--- src/rtl/ps_mul_issue.sv ---
// ps_mul_issue: issues decoded multiplier instructions, sequences RF read/write addresses,
// interlocks Rn->Rx/Ry hazards against the ISSUE stage and captures MV/MN/MOS flags.
module ps_mul_issue #(
    parameter int RF_DATASIZE = 16,
    parameter int RF_ADDRW    = 4
) (
    input  logic                      clk,
    input  logic                      rst_n,
    input  logic                      instr_valid,
    input  logic [7+3*RF_ADDRW-1:0]   instr,
    output logic                      instr_ready,
    input  logic                      flush,
    output logic                      ps_mul_en,
    output logic                      ps_mul_otreg,
    output logic [3:0]                ps_mul_dtsts,
    output logic [1:0]                ps_mul_cls,
    output logic [RF_ADDRW-1:0]       ps_xb_rdx,
    output logic [RF_ADDRW-1:0]       ps_xb_rdy,
    output logic                      ps_xb_wen,
    output logic [RF_ADDRW-1:0]       ps_xb_wraddr,
    input  logic                      mul_ps_mv,
    input  logic                      mul_ps_mn,
    input  logic                      mstat_clr,
    output logic                      astat_mv,
    output logic                      astat_mn,
    output logic                      sticky_mos,
    output logic                      illegal
);
    localparam int IW = 7 + 3 * RF_ADDRW;

    if (RF_DATASIZE < 1 || RF_ADDRW < 1) begin : g_bad_param
        $error("ps_mul_issue: RF_DATASIZE and RF_ADDRW must be positive");
    end

    logic [1:0]          cls;
    logic                otreg;
    logic [3:0]          dtsts;
    logic [RF_ADDRW-1:0] rn, rx, ry;
    logic [RF_ADDRW-1:0] iss_rn;
    logic                hazard, accept, bad, res_v, done;

    assign cls   = instr[IW-1 -: 2];
    assign otreg = instr[IW-3];
    assign dtsts = instr[IW-4 -: 4];
    assign rn    = instr[3*RF_ADDRW-1 -: RF_ADDRW];
    assign rx    = instr[2*RF_ADDRW-1 -: RF_ADDRW];
    assign ry    = instr[RF_ADDRW-1:0];

    // Only the ISSUE stage can conflict: by the time B issues, A's result has been written.
    always_comb begin
        hazard      = ps_mul_en & ~ps_mul_otreg & (cls != 2'b00) & ((rx == iss_rn) | (ry == iss_rn));
        instr_ready = ~flush & ~hazard;
        accept      = instr_valid & instr_ready;
        bad         = dtsts[1:0] == 2'b01;
        done        = res_v & ~flush;
    end

    always_ff @(posedge clk or negedge rst_n) begin
        if (!rst_n) begin
            ps_mul_en    <= 1'b0;
            ps_mul_otreg <= 1'b0;
            ps_mul_dtsts <= '0;
            ps_mul_cls   <= '0;
            ps_xb_rdx    <= '0;
            ps_xb_rdy    <= '0;
            iss_rn       <= '0;
            ps_xb_wen    <= 1'b0;
            ps_xb_wraddr <= '0;
            res_v        <= 1'b0;
            astat_mv     <= 1'b0;
            astat_mn     <= 1'b0;
            sticky_mos   <= 1'b0;
            illegal      <= 1'b0;
        end else begin
            ps_mul_en <= accept & ~bad;
            illegal   <= accept & bad;
            if (accept & ~bad) begin
                ps_mul_cls   <= cls;
                ps_mul_otreg <= otreg;
                ps_mul_dtsts <= dtsts;
                ps_xb_rdx    <= rx;
                ps_xb_rdy    <= ry;
                iss_rn       <= rn;
            end
            res_v     <= ps_mul_en & ~flush;
            ps_xb_wen <= ps_mul_en & ~ps_mul_otreg & ~flush;
            if (ps_mul_en)
                ps_xb_wraddr <= iss_rn;
            if (done) begin
                astat_mv <= mul_ps_mv;
                astat_mn <= mul_ps_mn;
            end
            // Clear applies before the OR so a coincident overflow still sets MOS.
            sticky_mos <= (sticky_mos & ~mstat_clr) | (done & mul_ps_mv);
        end
    end
endmodule

--- config.mk ---
export PLATFORM = sky130hd
export DESIGN_NAME = ps_mul_issue
export DESIGN_NICKNAME = d
export VERILOG_FILES = /design/src/rtl/ps_mul_issue.sv
export SDC_FILE = /design/constraint.sdc
export NUM_CORES = 1
export LEC_CHECK = 0
export ABC_AREA = 1
export ABC_CLOCK_PERIOD_IN_PS = 1900
export BUFFER_PORTS_ARGS = -buffer_cell sky130_fd_sc_hd__buf_2
export CAP_MARGIN = 20
export CORE_ASPECT_RATIO = 0.6
export CORE_MARGIN = 3
export CORE_UTILIZATION = 48
export CTS_BUF_LIST = sky130_fd_sc_hd__clkbuf_8 sky130_fd_sc_hd__clkbuf_16
export DETAILED_ROUTE_END_ITERATION = 16
export HOLD_SLACK_MARGIN = 0.05
export MAX_ROUTING_LAYER = met4
export PLACE_DENSITY = 0.78
export SLEW_MARGIN = 20
export SYNTH_ARGS = -nofsm -noshare
export SYNTH_HDL_FRONTEND = slang
export SYNTH_SLANG_ARGS = --single-unit
--- constraint.sdc ---
create_clock -name clk -period 1.9 [get_ports clk]
set_input_delay 0.57 -clock clk [delete_from_list [all_inputs] [get_ports clk]]
set_output_delay 0.57 -clock clk [all_outputs]
set_load 0.005 [all_outputs]
# After elaboration in Yosys (flattened, before gate mapping)
# Cells that the tools add are included.
word_totals:
  elab_cells: 37
  inputBits: 26
  reg_bits: 30
  out_inout_bits: 26
op_classes:
  eq_ne: 3
  bitwise_logic: 19
  reduce_logical: 1
ops:
  columns: ["op", "n"]
  rows:
  - ["bitwise AND 1 bit", 12]
  - ["== test 4 bit", 2]
  - ["inverter 1 bit", 5]
  - ["== test 2 x 1 -> 1 bit (second input constant)", 1]
  - ["bitwise OR 1 bit", 2]
  - ["nonzero test 2 bit", 1]

# Logic depth before layout (Yosys ltp)
logic_depth:
  ltp_word: 8
  depth_mapped: 11

# Worst setup path before layout
# Ideal clock, no wire load.
synth_path:
  kind: "input to output"
  from: "in instr[5]"
  to: "out instr_ready"
  cell_stages: 8
  setup_slack_ns: 0.177
  path_buffers: 1
  arrival_ns: 1.153
  required_ns: 1.330
  cell_sequence: "inv_1 > nand2_1 > nand2_1 > nor2_1 > nand2_1 > nand2_2 > a21oi_2 > buf_4"
synth_via:
  elab_chain_cells: 5
synth_rtl:
  columns: ["element", "line", "source"]
  rows:
  - ["start, declared", "10", "input logic [7+3*RF_ADDRW-1:0] instr,"]
  - ["== test 4 bit", "51", "hazard = ps_mul_en & ~ps_mul_otreg & (cls != 2'b00) & ((rx == iss_rn) | (ry == iss_rn));"]
  - ["bitwise OR 1 bit", "51", null]
  - ["bitwise AND 1 bit", "51", null]
  - ["inverter 1 bit", "52", "instr_ready = ~flush & ~hazard;"]
  - ["bitwise AND 1 bit", "52", null]
  - ["end, declared", "11", "output logic instr_ready,"]
# Every way passes these cells.

# Worst setup path in the final report
layout_path:
  from: "reg iss_rn[3]"
  to: "out instr_ready"
layout_via:
  elab_chain_cells: 5
  elab_cells_between_ends: 6
layout_rtl:
  columns: ["element", "line", "source"]
  rows:
  - ["start, declared", "39", "logic [RF_ADDRW-1:0] iss_rn;"]
  - ["start signal, assigned", "83", "iss_rn <= rn;"]
  - ["== test 4 bit", "51", null]
  - ["bitwise OR 1 bit (*)", "51", null]
  - ["bitwise AND 1 bit (*)", "51", null]
  - ["inverter 1 bit (*)", "52", null]
  - ["bitwise AND 1 bit (*)", "52", null]
# Every way passes the cells marked *; elsewhere a longest branch is shown, timed or not.

==> results <==
- The path type of the worst setup path is register to primary output.
- The post-route clock skew is 0.00428 ns.
- The total length of routed wires is 3670 microns.
- The worst hold path belongs to the class input pin to asynchronous set/reset pin.
- The floorplan has 14 rows.
- The region available for standard cell placement spans 2610 sq um.
- The final count of pins violating max slew is 0.
- Among all flip-flop cells after synthesis, the most frequent one is sky130_fd_sc_hd__dfrtp_1.
- The initial antenna violation count came to 0.
- The total clock sinks is 30.
- The leakage power summed over all cells is 0.00110 uW.
- The worst slew margin relative to its limit is a little under three fifths.
- The worst setup path is captured at a primary output.
- The total nets after synthesis is 196.
- Power spread over the standard cell area amounts to 926 nW/um^2.
- In this run the critical register-to-register path is launched from iss_rn[3].
- Measured along the x axis, the die boundary spans between 70 and 80 microns.
- By count the netlist is led by sky130_fd_sc_hd__nand2_1 (78), sky130_fd_sc_hd__dfrtp_1 (30), sky130_fd_sc_hd__nand4_1 (18).
- The final reports fail on negative setup slack.
- The final worst-path cycle share is 103%.
- The number of port buffers is 51.
- Buffers inserted during clock tree synthesis total 5.
- The remaining global-route overflow is 0.
- Yosys attributes the largest share of cell area to sky130_fd_sc_hd__dfrtp_1 (55%), sky130_fd_sc_hd__nand2_1 (21%), sky130_fd_sc_hd__nand4_1 (8.2%).
- The number of levels the H-tree was split into is 2.
- After synthesis, flip-flops and latches occupy 54.8% of the total area.
- For the pin with the worst max-slew slack, the measured transition is 0.648 ns.
- Once the floorplan was initialized, standard cells occupied 52.5% of the core.
- The standard cell area after detailed placement is between 1500 and 2000 sq um.
- Setup repair after global routing could not meet its margin everywhere.
- TritonCTS built the clock tree.
- In the final design database the tool counted ~260 nets.
- The Yosys warning count is 0.
- The average wire per cell in the routed design is roughly 14 microns.
- The post-route netlist has 34.5% of its cells at a drive strength greater than 1.
- Across the run, the number of max-cap violations was 0.
- The depth of the worst register-to-register path is 13.
- The final count of hold timing violations was 0.
- The mapped netlist covers roughly 1400 sq um.
- Static timing analysis puts the maximum clock frequency at ~510 MHz.
- The most critical setup path has its startpoint at iss_rn[3].
- The number of instances in the synthesized netlist is 170.
- The number of different library cells used by synthesis comes to 16.
- In the post-route analysis, the smallest setup slack over all paths is -0.0602 ns.
- The maximum ir drop on the vdd rail is ~0.60 mV.
- With fillers left out, the area of the finished cells amounts to 1830 sq um.
- Data arrives at the worst endpoint at 1.39 ns.
- The number of detailed-route iterations in the first pass is 4.
- The clock reaches the later pin of the worst-skew pair after 0.28 ns.
- Clock-pin slew was measured on the worst setup and hold paths at ~0.060 ns.
- The highest net fanout along the worst path is 4.
- The tree is rooted in a sky130_fd_sc_hd__clkbuf_8.
- The async set-or-reset flop fraction in the synthesized netlist is 100%.
- sky130_fd_sc_hd__dfrtp_1 takes more of the synthesized area than any other cell.
- The die height is 47.4 microns.
- The weighted congestion at the end of routability-driven global placement is roughly 0.88.
- The total inserted antenna cells is 0.
- In the routed design, unresolved DRC markers number 0.
- The run finished, with violations left.
- During I/O placement, the number of pins put on the boundary was 52.
- STA classifies the critical path startpoint as a register.
- The final number of setup-violating endpoints is 1.
- The mean instance size in the synthesized netlist is 8.06 sq um.
- Cells fill roughly 70% of the core in the end.
- The overall fraction of global-route tracks in use is 23.2%.
- In this run, synthesis produced a sequential element count of 30.
- The pin count of the biggest net entering global routing is 31.
- The first-pass GRT wire length is approximately 5600 microns.
- The setup slack after placement is 0.00362 ns.
- The minimum clock period after layout is 1.96 ns.
- After filler insertion, the fill cell instance count of the layout stands at 210.
- Detailed placement ended at an HPWL of 2590 microns.
- The longest clock path from root to sink contains 2 buffers.
- The number of global-route vias before repair is 1,219.
- The worst register-to-register path has a setup slack of 0.18 ns.
- The count of nets left with antenna violations once routing finished came out at 0.
- The number of enable flip-flop cells after synthesis is 0.
- The tightest hold path in the finished design has a slack of 0.314 ns.
- The via count is 1,380.
- Yosys instantiated no cell more often than sky130_fd_sc_hd__nand2_1.
- For this block, the initial DRC count from the detailed router was around 130.
- In the routed layout, each cell is associated on average with a via count of 5.17.
- For the worst setup path, the data required time is 1.33 ns.
- The full die area is 3550 sq um.
- The area share of the largest cell type after synthesis is 54.8%.
- The worst reg2reg path endpoint is ps_mul_otreg.
- Hold repair after CTS inserted 0 buffers.
- The growth of design area from synthesis to finish is 33.4%.
==> timing repair <==
action                     in CTS  in global routing
gates resized for setup         0                  2
setup endpoints to repair       1                  1
buffers inserted                4                  6
hold endpoints to repair        0                  0
cloned                          0                  0
pin swaps                       3                  2
==> state kept, by name, summed over array words and instances (netlist names) <==
signal,cells
iss_rn,4
ps_mul_dtsts,4
ps_xb_rdx,4
ps_xb_rdy,4
ps_xb_wraddr,4
ps_mul_cls,2
astat_mn,1
astat_mv,1
illegal,1
ps_mul_en,1
ps_mul_otreg,1
ps_xb_wen,1
res_v,1
sticky_mos,1
==> area by class of cell <==
class,count,area [sq um],share of cell area (%)
clock buffers,6,82.6,4.52
repair buffers,67,375,20.5
multi-input cells,114,512,28.0
well taps,32,40.0,2.19
inverters,18,67.6,3.70
flip-flops and latches,30,751,41.1
==> cells in the final DEF (no fill, tap or decap) <==
| cell type | Yosys | layout |
|---|---|---|
| sky130_fd_sc_hd__nand2_1 | 78 | 78 |
| sky130_fd_sc_hd__buf_2 | 0 | 51 |
| sky130_fd_sc_hd__dfrtp_1 | 30 | 30 |
| sky130_fd_sc_hd__nand4_1 | 18 | 18 |
| sky130_fd_sc_hd__buf_4 | 2 | 16 |
| sky130_fd_sc_hd__inv_1 | 14 | 14 |
| sky130_fd_sc_hd__nor2_1 | 7 | 7 |
| sky130_fd_sc_hd__clkbuf_8 | 0 | 6 |
| sky130_fd_sc_hd__o21ai_0 | 5 | 5 |
| sky130_fd_sc_hd__inv_2 | 4 | 4 |
| sky130_fd_sc_hd__nand2_2 | 1 | 1 |
| sky130_fd_sc_hd__nor3_2 | 0 | 1 |
| sky130_fd_sc_hd__a21oi_4 | 0 | 1 |
| sky130_fd_sc_hd__nand4_2 | 1 | 1 |
| sky130_fd_sc_hd__nor3_1 | 2 | 1 |
| sky130_fd_sc_hd__nand3_1 | 1 | 1 |
==> how the worst max path moves through the flow <==
stage          slack [ns]           to  cells past startpoint
2_1_floorplan        0.18  instr_ready                      8
3_5_place_dp        0.004  instr_ready                      9
6_report            -0.06  instr_ready                      8
3_3_place_gp         0.04  instr_ready                      9
4_1_cts             -0.04  instr_ready                      8
5_1_grt             -0.10  instr_ready                      8
==> power by group <==
group,total [uW],switching (uW),internal (uW)
clock,494,216,278
combinational,399,209,190
sequential,799,64.2,734
total,1690,489,1200
==> critical path, stage by stage (launching register included) <==
cell and delay (ns):
sky130_fd_sc_hd__dfrtp_1 0.42, sky130_fd_sc_hd__inv_2 0.08, sky130_fd_sc_hd__nand2_1 0.06, sky130_fd_sc_hd__nand2_1 0.09, sky130_fd_sc_hd__nor2_1 0.05, sky130_fd_sc_hd__nand2_1 0.06, sky130_fd_sc_hd__nand2_2 0.07, sky130_fd_sc_hd__a21oi_4 0.14
sky130_fd_sc_hd__buf_2 0.13
==> cells by family after synthesis <==
logic type,synth area share (%)
DFF,54.8
AOI/OAI and AO/OA,2.47
buffers and inverters,8.77
and+or+nand+nor,34.0
==> metal layers <==
metal | wire [microns] | global-route usage [%]
met5 | 0 | -
met1 | 1600 | 28.6
met3 | 263 | 5.98
met2 | 1720 | 35.6
met4 | 84 | 12.1
==> stage by stage <==
step	power [uW]	TNS, ns	cells
after floorplan	970	0	170
after global placement	1120	0	251
after detailed placement	1150	0	251
after CTS	1660	-0.0435	261
after global routing	1790	-0.104	267
final	1690	-0.0602	267
Note: power is estimated with default switching activity, not from simulation.
